File: src/rtl/stall_ctrl.sv
// stall_ctrl: pipeline hazard, branch-flush and SRAM-wait stall controller
// with a sticky timeout error state and a saturating stall-cycle counter.
module stall_ctrl #(
  parameter int TIMEOUT = 200,
  parameter int CNT_W   = 16
) (
  input  logic             clk,
  input  logic             rst,
  input  logic             forward_en,
  input  logic [4:0]       src1_ID,
  input  logic [4:0]       src2_ID,
  input  logic             two_src_ID,
  input  logic [4:0]       dest_EXE,
  input  logic             wb_en_EXE,
  input  logic             mem_read_EXE,
  input  logic [4:0]       dest_MEM,
  input  logic             wb_en_MEM,
  input  logic             mem_req_MEM,
  input  logic             branch_taken,
  input  logic             sram_ready,
  output logic             sram_req,
  output logic             freeze_IF,
  output logic             freeze_ID,
  output logic             bubble,
  output logic             stall_all,
  output logic             flush,
  output logic             err,
  output logic [CNT_W-1:0] stall_cnt
);
  typedef enum logic [1:0] {RUN, WAIT, ERR} state_t;
  state_t           r_state, w_next;
  logic [7:0]       r_wait_cnt;
  logic [CNT_W-1:0] r_stall_cnt;
  logic             w_hit_exe, w_hit_mem, w_hazard;
  assign w_hit_exe = (dest_EXE == src1_ID) | (two_src_ID & (dest_EXE == src2_ID));
  assign w_hit_mem = (dest_MEM == src1_ID) | (two_src_ID & (dest_MEM == src2_ID));
  assign w_hazard  = forward_en ? (wb_en_EXE & mem_read_EXE & w_hit_exe)
                                : ((wb_en_EXE & w_hit_exe) | (wb_en_MEM & w_hit_mem));
  always_ff @(posedge clk or negedge rst) begin
    if (!rst) begin
      r_state     <= RUN;
      r_wait_cnt  <= '0;
      r_stall_cnt <= '0;
    end else begin
      r_state     <= w_next;
      r_wait_cnt  <= (r_state == RUN) ? 8'd0 :
                     (r_state == WAIT && !sram_ready) ? r_wait_cnt + 8'd1 : r_wait_cnt;
      r_stall_cnt <= (freeze_IF && !(&r_stall_cnt)) ? r_stall_cnt + 1'b1 : r_stall_cnt;
    end
  end
  // sram_ready is deliberately ignored in RUN so every access spends at least one WAIT cycle
  always_comb begin
    w_next = (r_state == RUN)  ? (mem_req_MEM ? WAIT : RUN) :
             (r_state == WAIT) ? (sram_ready ? RUN :
                                  (r_wait_cnt == 8'(TIMEOUT - 1)) ? ERR : WAIT) : ERR;
  end
  always_comb begin
    sram_req  = (r_state == RUN) ? mem_req_MEM : (r_state == WAIT);
    stall_all = (r_state == RUN) ? mem_req_MEM : (r_state == WAIT) ? !sram_ready : 1'b1;
    freeze_IF = stall_all | (!branch_taken & w_hazard);
    freeze_ID = freeze_IF;
    bubble    = !stall_all & !branch_taken & w_hazard;
    flush     = !stall_all & branch_taken;
    err       = (r_state == ERR);
  end
  assign stall_cnt = r_stall_cnt;
endmodule

File: config.mk
export PLATFORM = sky130hd
export DESIGN_NAME = stall_ctrl
export DESIGN_NICKNAME = d
export VERILOG_FILES = /design/src/rtl/stall_ctrl.sv
export SDC_FILE = /design/constraint.sdc
export NUM_CORES = 1
export LEC_CHECK = 0
export BUFFER_PORTS_ARGS = -buffer_cell sky130_fd_sc_hd__buf_4
export CAP_MARGIN = 15
export CORE_ASPECT_RATIO = 0.75
export CORE_MARGIN = 2
export CORE_UTILIZATION = 40
export CTS_BUF_LIST = sky130_fd_sc_hd__clkbuf_2 sky130_fd_sc_hd__clkbuf_4 sky130_fd_sc_hd__clkbuf_8
export DETAILED_ROUTE_END_ITERATION = 10
export PLACE_DENSITY_LB_ADDON = 0.08
export SLEW_MARGIN = 20
export SYNTH_ARGS = -nofsm -noshare
export SYNTH_HDL_FRONTEND = slang
export SYNTH_SLANG_ARGS = --single-unit
File: constraint.sdc
create_clock -name clk -period 2.4 [get_ports clk]
set_input_delay 0.12 -clock clk [delete_from_list [all_inputs] [get_ports clk]]
set_output_delay 0.12 -clock clk [all_outputs]
set_load 0.01 [all_outputs]
==> metrics.txt <==
Rows=20; register area share after synthesis=37.12%; Comb power frac=35.8%; routed via count=1449; switch share=34.70%; RSZ-0062 raised after global routing=false; Seq cells post-synth=26; Global Route met2 Usage=25.83%; CP required=2.59 ns; largest net degree at the start of global routing=27; final hold vios=0; cell count after synthesis=171; CTS tree=yes; Layout Cells excl Fill=281; Initial Util=42.45%; Final Wtd Congestion=0.7523; hold depth=2; die width=80.44 um; P_sw=501.8 uW; Yosys top cell by area=dfrtp_1; Crit-path slowest cell=dfrtp_1; post-place setup slack=0.1489 ns; max-cap viol count=0; CP Capture Type=flop; crit-path cells=ha_1 > nand4_1 > nor2_1 > a21o_4 > a2111oi_2 > xor2_1; Pre-Repair DR Iteration Count=4; Yosys warning total=0; LEAKAGE=1.019 nW; ys flop type=dfrtp_1; worst r2r path cells=6; Max Root-Sink Buffers=2; I/O pin count=53; status=finished, final reports clean; FMAX=492.7 MHz; Crit path depth=6; CTS clk-pin slew, worst paths=0.09 ns; fill count=391; Cells after DPL=275; delay-heaviest family, CP=compound AO/OA/AOI/OAI gates; clock skew=0.004081 ns; Internal=944.3 uW; Root Driver=clkbuf_8; area share of the largest cell type after synthesis=37.12%; CTS Buf Count=3; DRC=0; Hold WS=0.09868 ns; Min-Delay Path Class=in -> reg; # nets final=259; CP startpoint kind=flop; DR vias/cell=5.157; initial antenna violation count=0; Area Overhead vs Synth=29.12%; min Tclk post-route=2.030 ns; slowest stage delay, CP=0.45 ns; Slew Viols, Final=0; share of layout cells above drive strength 1=38.05%; Post-synth ARST share=100.0%; vias in the first global route=1433; Worst-Skew Late Latency=0.27 ns; mean area per synthesized cell=10.25 um^2; Inserted Diodes=0; # clock sinks=26; first-pass GRT wire length=6520 um; Final TNS setup=0 ns; final setup vio count=0; DRT Wirelength=3973 um; worst-margin pin slew=0.4786 ns; Critical Path AT=2.22 ns; DP Wirelength=3123 um; drt wl/cell=14.14 um; Die Y=61.33 um; worst setup margin=0.3703 ns; Netlist cell types=40; Clock Power Share=19.7%; kind of critical path=reg -> reg; GR peak layer=met2; Sequential Power Share=44.5%; synth cell count leaders=dfrtp_1, xor2_1, xnor2_1; gr usage total=16.84%; Core Box Area=4129 um^2; Power Density=638.9 nW/um^2; Max VDD drop=0.4023 mV; Post-CTS Resized=0; top-count cell post-synth=dfrtp_1; Post-synth EDFFs=0; Slew headroom=67.85%; Final period util=84.57%; crit-path max FO=14; met1 Usage GRT=25.05%; port buffer count=52; Post-Syn Area=1753 um^2; Starting DRT DRC Count=43; synth top area cells=dfrtp_1, xor2_1, xnor2_1; GR Overflow Total=0; CTS H-tree lvls=1; full die area=4933 um^2; antenna viol nets, final=0; syn nets=203; Buf/Inv on CP=0; met3 usage=3.666%
## cell families (layout without fill, tap and decap cells)
logic type,count (synthesis),in the layout,synth area share (%)
buffers and inverters,9,64,3.069
DFF,26,26,37.12
and+or+nand+nor,70,70,24.06
AOI/OAI and AO/OA,27,27,15.42
muxes,2,2,1.427
adders and majority gates,2,2,1.427
xor gates and xnor gates,35,35,17.49
## worst register-to-register path: stages (launching register included)
cell and delay (ns):
dfrtp_1 0.45, ha_1 0.27, nand4_1 0.23, nor2_1 0.12
a21o_4 0.31, a2111oi_2 0.39, xor2_1 0.18
## cell usage in the layout (no fill, tap or decap), drive strengths merged, types with 4 or more instances in the layout
| cell type | count |
|---|---|
| nand3 | 14 |
| and3 | 6 |
| clkbuf | 5 |
| nand4 | 10 |
| inv | 5 |
| dfrtp | 26 |
| nor3 | 4 |
| buf | 53 |
| nor2 | 13 |
| xor2 | 20 |
| o21ai | 9 |
| a211oi | 9 |
| a2111oi | 4 |
| nand2 | 10 |
| xnor2 | 15 |
## worst paths after layout
path                          startpoint       endpoint  slack, ns
max in group asynchronous            rst   stall_cnt[7]       1.86
setup / recovery            stall_cnt[0]  stall_cnt[11]       0.37
setup reg to reg            stall_cnt[0]  stall_cnt[11]       0.37
hold / removal               mem_req_MEM     r_state[0]        0.1
hold reg to reg            stall_cnt[15]  stall_cnt[15]       0.50
min in group asynchronous            rst  r_wait_cnt[6]       0.28
## power by group through the flow
stage	Sequential, mW	Clock, mW	Combinational, mW
3_3_place_gp	0.648	0	0.520
5_1_grt	0.660	0.306	0.579
2_1_floorplan	0.664	0	0.257
6_report	0.643	0.284	0.518
3_5_place_dp	0.654	0	0.519
4_1_cts	0.646	0.292	0.523
## stage by stage
step	utilization, %	power, mW	instance area, um^2
2_1_floorplan	-	0.9217	1753
3_3_place_gp	52.91	1.168	2185
3_5_place_dp	52.91	1.173	2185
4_1_cts	54.48	1.461	2250
5_1_grt	54.82	1.545	2263
6_report	54.82	1.446	2263
## flip-flops by register name (all words and copies together) (netlist names)
signal / count
r_wait_cnt: 8
r_state: 2
stall_cnt: 16
## what timing repair did
item / CTS / global route
hold buffers: 1 / 0
hold endpoints to repair: 26 / 0
buffers inserted: 0 / 0
## area by class of cell
class | count | area [um^2] | share of cell area (%)
multi-input cells | 136 | 1049 | 46.32
flip-flops and latches | 26 | 650.6 | 28.75
repair buffers | 55 | 421.7 | 18.63
well taps | 55 | 68.82 | 3.040
clock buffers | 4 | 55.05 | 2.432
inverters | 5 | 18.77 | 0.8292
## layer usage
metal	part of all wire, %	wire (um)
met4	0.48	19
met1	51	2015
met2	42	1668
met5	0	0
met3	6.8	269
(Power assumes the default switching activity.)
